`config.mk`:
```
export PLATFORM = sky130hd
export DESIGN_NAME = tx_level_gen
export DESIGN_NICKNAME = d
export VERILOG_FILES = /design/src/rtl/tx_level_gen_pkg.sv /design/src/rtl/tx_level_gen_lfsr.sv /design/src/rtl/tx_level_gen.sv
export SDC_FILE = /design/constraint.sdc
export NUM_CORES = 1
export LEC_CHECK = 0
export BUFFER_PORTS_ARGS = -buffer_cell sky130_fd_sc_hd__buf_2
export CORE_ASPECT_RATIO = 0.9
export CORE_MARGIN = 1.5
export CORE_UTILIZATION = 54
export DETAILED_ROUTE_END_ITERATION = 10
export GPL_ROUTABILITY_DRIVEN = 0
export GPL_TIMING_DRIVEN = 0
export PLACE_DENSITY_LB_ADDON = 0.3
export REMOVE_ABC_BUFFERS = 1
export SYNTH_ARGS = -nofsm -noshare
export SYNTH_HDL_FRONTEND = slang
export SYNTH_SLANG_ARGS = --single-unit
```
`constraint.sdc`:
```
create_clock -name clk -period 3.3 [get_ports clk]
set_clock_uncertainty 0.15 [all_clocks]
set_input_delay 0 -clock clk [delete_from_list [all_inputs] [get_ports clk]]
set_output_delay 0 -clock clk [all_outputs]
set_load 0.02 [all_outputs]
```
`src/rtl/tx_level_gen_pkg.sv`:
```
// Shared definitions for the 4-ASK transmit level generator.
// Holds the amplitude constants, the FSM state type, the maximal-length LFSR tap table
// and the Gray symbol-to-amplitude map, which the receive slicer also uses.
package tx_level_gen_pkg;

  localparam int LFSR_LEN_DEF = 4;

  // Signed 1s17 amplitudes: 0.75 and 0.25
  localparam logic signed [17:0] OUTER_LEVEL = 18'sd98304;
  localparam logic signed [17:0] INNER_LEVEL = 18'sd32768;

  typedef enum logic [1:0] {
    ST_IDLE  = 2'd0,
    ST_TRAIN = 2'd1,
    ST_DATA  = 2'd2
  } state_t;

  // Feedback tap mask for a maximal-length Fibonacci LFSR (bit k-1 set for tap k).
  // Every entry has an even tap count, so the all-ones seed steps to a value with bit0=0.
  function automatic logic [21:0] lfsr_taps(input int len);
    logic [21:0] mask;
    case (len)
      4:       mask = 22'h00000C;
      5:       mask = 22'h000014;
      6:       mask = 22'h000030;
      7:       mask = 22'h000060;
      8:       mask = 22'h0000B8;
      9:       mask = 22'h000110;
      10:      mask = 22'h000240;
      11:      mask = 22'h000500;
      12:      mask = 22'h000829;
      13:      mask = 22'h00100D;
      14:      mask = 22'h002015;
      15:      mask = 22'h006000;
      16:      mask = 22'h00D008;
      17:      mask = 22'h012000;
      18:      mask = 22'h020400;
      19:      mask = 22'h040023;
      20:      mask = 22'h090000;
      21:      mask = 22'h140000;
      22:      mask = 22'h300000;
      default: mask = 22'h00000C;
    endcase
    return mask;
  endfunction

  // Gray map: 00 -> -OUTER, 01 -> -INNER, 11 -> +INNER, 10 -> +OUTER
  function automatic logic signed [17:0] map_sym(input logic [1:0] sym);
    logic signed [17:0] amp;
    case (sym)
      2'b00:   amp = -OUTER_LEVEL;
      2'b01:   amp = -INNER_LEVEL;
      2'b11:   amp = INNER_LEVEL;
      2'b10:   amp = OUTER_LEVEL;
      default: amp = 18'sd0;
    endcase
    return amp;
  endfunction

endpackage

```
`src/rtl/tx_level_gen_lfsr.sv`:
```
// Fibonacci LFSR used as the pseudo-random symbol source.
// Ports:
//   i_clk, i_reset  clock and synchronous active-high reset (seeds the register to all ones)
//   i_step          advance one state
//   o_next_lsb      two LSBs of the value the register loads on the next step
module tx_level_gen_lfsr
  import tx_level_gen_pkg::*;
#(
  parameter int N = LFSR_LEN_DEF
) (
  input  logic       i_clk,
  input  logic       i_reset,
  input  logic       i_step,
  output logic [1:0] o_next_lsb
);

  localparam logic [21:0] TAPS = lfsr_taps(N);

  logic [N-1:0] r_q;
  logic [N-1:0] w_next;
  logic         w_fb;

  // Shift toward the MSB, feedback enters bit 0
  always_comb begin
    w_fb   = ^(r_q & TAPS[N-1:0]);
    w_next = {r_q[N-2:0], w_fb};
  end

  assign o_next_lsb = w_next[1:0];

  // Shift register; all-ones seed keeps it off the lock-up state
  always_ff @(posedge i_clk) begin
    if (i_reset) begin
      r_q <= {N{1'b1}};
    end else if (i_step) begin
      r_q <= w_next;
    end else begin
      r_q <= r_q;
    end
  end

endmodule

```
`src/rtl/tx_level_gen.sv`:
```
// 4-ASK transmit symbol source: a 2^LFSR_LEN-symbol pseudo-random calibration burst,
// then Gray-mapped user symbols (LFSR filler when no data is offered).
// Ports:
//   clk, reset    clock and synchronous active-high reset
//   clk_en        symbol-rate enable; all state advances only when high
//   start         burst request pulse, remembered until consumed
//   data_sym      Gray-coded user symbol, data_valid qualifies it
//   data_ready    clk_en && state==DATA (combinational)
//   tx_sym        registered signed 1s17 amplitude
//   train_active  registered, high while in TRAIN
//   train_done    registered pulse with the final training symbol
module tx_level_gen
  import tx_level_gen_pkg::*;
#(
  parameter int LFSR_LEN = LFSR_LEN_DEF
) (
  input  logic               clk,
  input  logic               reset,
  input  logic               clk_en,
  input  logic               start,
  input  logic [1:0]         data_sym,
  input  logic               data_valid,
  output logic               data_ready,
  output logic signed [17:0] tx_sym,
  output logic               train_active,
  output logic               train_done
);

  localparam logic [LFSR_LEN:0] LAST_CNT = {1'b0, {LFSR_LEN{1'b1}}};

  state_t             r_state;
  logic [LFSR_LEN:0]  r_count;
  logic               r_start_pend;
  logic signed [17:0] r_tx_sym;
  logic               r_train_active;
  logic               r_train_done;

  logic [1:0] w_lfsr_lsb;
  logic       w_step;
  logic       w_pend_clr;

  // The LFSR runs on every enabled cycle outside IDLE, so DATA filler keeps it moving
  assign w_step = clk_en && (r_state != ST_IDLE);

  // A pending start is used up in IDLE/DATA; one arriving during TRAIN is dropped when
  // the burst finishes so it cannot restart the burst
  assign w_pend_clr = clk_en && ((r_state != ST_TRAIN) || (r_count == LAST_CNT));

  tx_level_gen_lfsr #(.N(LFSR_LEN)) u_lfsr (
    .i_clk      (clk),
    .i_reset    (reset),
    .i_step     (w_step),
    .o_next_lsb (w_lfsr_lsb)
  );

  // FSM, burst counter, start latch and output registers.
  // Symbols use the LFSR value loaded on the same edge, so a burst from the all-ones
  // seed covers every state once plus the first again, giving equal outer/inner counts.
  always_ff @(posedge clk) begin
    if (reset) begin
      r_state        <= ST_IDLE;
      r_count        <= '0;
      r_start_pend   <= 1'b0;
      r_tx_sym       <= 18'sd0;
      r_train_active <= 1'b0;
      r_train_done   <= 1'b0;
    end else begin
      r_start_pend <= start | (r_start_pend & ~w_pend_clr);
      r_train_done <= 1'b0;
      if (clk_en) begin
        case (r_state)
          ST_IDLE: begin
            r_tx_sym <= 18'sd0;
            if (r_start_pend) begin
              r_state        <= ST_TRAIN;
              r_count        <= '0;
              r_train_active <= 1'b1;
            end
          end
          ST_TRAIN: begin
            r_tx_sym <= map_sym(w_lfsr_lsb);
            if (r_count == LAST_CNT) begin
              r_state        <= ST_DATA;
              r_train_done   <= 1'b1;
              r_train_active <= 1'b0;
            end else begin
              r_count <= r_count + {{LFSR_LEN{1'b0}}, 1'b1};
            end
          end
          ST_DATA: begin
            if (r_start_pend) begin
              r_state        <= ST_TRAIN;
              r_count        <= '0;
              r_train_active <= 1'b1;
              r_tx_sym       <= map_sym(w_lfsr_lsb);
            end else if (data_valid) begin
              r_tx_sym <= map_sym(data_sym);
            end else begin
              r_tx_sym <= map_sym(w_lfsr_lsb);
            end
          end
          default: begin
            r_state        <= ST_IDLE;
            r_tx_sym       <= 18'sd0;
            r_train_active <= 1'b0;
          end
        endcase
      end
    end
  end

  assign data_ready   = clk_en && (r_state == ST_DATA);
  assign tx_sym       = r_tx_sym;
  assign train_active = r_train_active;
  assign train_done   = r_train_done;

endmodule

```
==> flow_summary_export.csv <==
group,metric,value,unit
outcome,status,"finished, final reports clean",
logic_synthesis,avgSynthCellArea,8.60,um2
logic_synthesis,yosys_warnings,0,
logic_synthesis,synth_edf_count,0,
global_routing,grt_antenna_before_repair,0,
routing,dr.first_iter.drc_count,7,
pwr,p_total,0.000389,W
timing,final.period_utilization,0.658,
finish,nets,150,
timing,fin_crit,2170,ps
setup_path,r2r_setup_slack,1130,ps
placement,io_buffers,12,
routing,totalWireLength,1790,um
routing,dr_total_vias,816,
logic_synthesis,synth-compound-area-share,0.169,
global_routing,grt_max_degree,13,
setup_path,worst_ep_required_time,3390,ps
die,fp.dieH,43.9,um
timing,fin_setup_tns,0,ps
logic_synthesis,synth_fa_ha_area_frac,0.0995,
setup_path,crit_family,"buffers and inverters",
routing,wl_per_cell,11.3,um
finish,multi_input_area,573,um2
logic_synthesis,synthSimpleGateAreaFrac,0.197,
routing,ant_nets,0,
setup_path,arrival,2260,ps
setup_path,crit_path_end_kind,"flip-flop",
setup_path,cp_cell_sequence,"ha_1 -> and3_1 -> ha_1 -> nor2b_1 -> o21ai_0 -> a21oi_1 -> dlygate4sd3_1",
finish,antenna_cells,0,
setup_path,worstSetupPathType,"flip-flop to flip-flop",
global_routing,overflow,0,
logic_synthesis,synthXorXnorAreaFrac,0.00871,
setup_path,crit_path_start_kind,"flip-flop",
finish,layout_common_cells,"dfxtp_1, conb_1, buf_2",
routing,avgViaCountPerCell,5.16,
clock_network,insertion_delay,280,ps
finish,area_growth_syn_to_layout,10.1,%
pwr,p_per_area,351,nW/um2
logic_synthesis,ys_seq_area_frac,0.318,
die,start_util,0.586,
global_routing,grt_pass1_vias,722,
worst_hold_path,hold_class,"input pin to flip-flop",
clock_network,clock_sinks,16,
logic_synthesis,synthMuxAreaShare,0.0398,
timing,finalSetupViolCount,0,
clock_network,cts-root-buf,"clkbuf_4",
global_routing,grt_first_pass_wirelength,3110,um
die,dieArea,2130,um2
finish,register_area,320,um2
clock_network,post_cts_buffers,0,
logic_synthesis,yosysUniqueCellTypes,35,
timing,rsz0062_at_grt,"no",
timing,finalHoldViolations,0,
logic_synthesis,synth_cells,117,
die,coreArea,1720,um2
setup_path,crit_buf_inv,1,
clock_network,cts_made_buffers,3,
logic_synthesis,netlist_area,1010,um2
clock_network,clkSlewWorstSetupHoldPaths,90,ps
setup_path,cp_slowest_stage_delay,550,ps
clock_network,cts_tree,"yes",
pwr,power.leakage,0.537,nW
setup_path,critPathMostFrequentCell,"ha_1",
clock_network,clock_path_buffers,2,
logic_synthesis,synthFlopType,"dfxtp_1",
finish,layout-drive-gt1-share,0.149,
die,dieWidth,48.5,um
setup_path,worstPathMaxFanout,6,
die,pin_count,28,
routing,drt_pre_antenna_iters,4,
timing,drv_slew,0,
logic_synthesis,async_flop_share,0,
routing,post-route-drc-count,0,
clock_network,cts_resized,0,
setup_path,crit_slowest_cell,"dlygate4sd3_1",
timing,max_freq,0.460,GHz
logic_synthesis,ys_seq_elements,16,
finish,final_common_cell,"dfxtp_1",
die,std_cell_rows,14,
job,cap_violations,0,
finish,num-fill-cells,158,
clock_network,cts_hold_buf,5,
logic_synthesis,synth_top_family_by_area,"simple AND/OR/NAND/NOR gates",
pwr,ir_drop,254,uV
placement,dp_hpwl,1390,um
clock_network,htree_levels,1,
global_routing,grtUsageTotal,0.188,
==> cells in the mapped netlist (3+ instances only) <==
cell type   n  area share
a21oi_1     6       0.030
buf_4      16        0.12
dfxtp_1    16        0.32
ha_1        8        0.10
inv_1      10       0.037
mux2i_1     4       0.040
nand2_1    11       0.041
nand2b_1    4       0.025
nor2_1      3       0.011
nor2b_1     3       0.019
o211ai_1    3       0.022
o31ai_1     4       0.030
==> kinds of logic (layout without fill, tap and decap cells) <==
logic type               count (synthesis)  count (layout)
other                                    1              15
buffers and inverters                   28              31
AND/OR/NAND/NOR                         35              35
XOR/XNOR                                 1               1
AO/OA/AOI/OAI                           24              24
adder cells (fa/ha/maj)                  8               8
multiplexers                             4               4
flip-flops                              16              16
==> per-stage QoR <==
stage	area, um2	instances	hold WS (ps)	util	setup slack, ps
finish	1110	158	11.0	0.645	1130
CTS	1110	158	4.59	0.645	1120
detailed placement	1020	149	98.1	0.595	1240
global placement	1020	149	97.2	0.595	1250
global route	1110	158	18.6	0.645	1020
floorplan	931	113	-80.9	-	1310
==> worst paths after layout <==
kind | from | endpoint | depth (start not counted)
worst max-delay path | r_count[0] | r_start_pend | 7
worst min register to register | tx_sym[15] | tx_sym[15] | 2
worst min-delay path | data_sym[1] | tx_sym[16] | 5
worst max register to register | r_count[0] | r_start_pend | 7
==> tightest hold or removal path, stage by stage <==
cell,delay [ps]
buf_2,100
inv_1,60
ha_1,120
a32oi_1,80
o31ai_1,60
==> routing by layer <==
layer / global-route usage / vias to the layer above / part of all wire
li1: - / 415 / -
met5: 0 / - / 0
met3: 0.0621 / 0 / 0.044
met4: 0.0343 / 0 / 0
met1: 0.215 / 380 / 0.46
met2: 0.353 / 21 / 0.50
==> power breakdown <==
part           switching (W)  internal [W]
Clock              0.0000609     0.0000672
Combinational      0.0000408     0.0000193
Sequential        0.00000383      0.000197
Total               0.000106      0.000283
==> area by class of cell <==
| cell class | count | share of cell area |
|---|---|---|
| clock buffer | 4 | 0.0328 |
| inverter | 10 | 0.0339 |
| multi-input combinational | 87 | 0.518 |
| sequential | 16 | 0.289 |
| tap | 24 | 0.0271 |
| timing repair buffer | 17 | 0.0994 |
==> state kept, by name, indices dropped and copies added, names as in the netlist <==
name,flops
r_count,5
r_start_pend,1
r_state,1
train_active,1
train_done,1
tx_sym,3
u_lfsr.r_q,4
No activity file was read; power rests on OpenSTA's default activity.
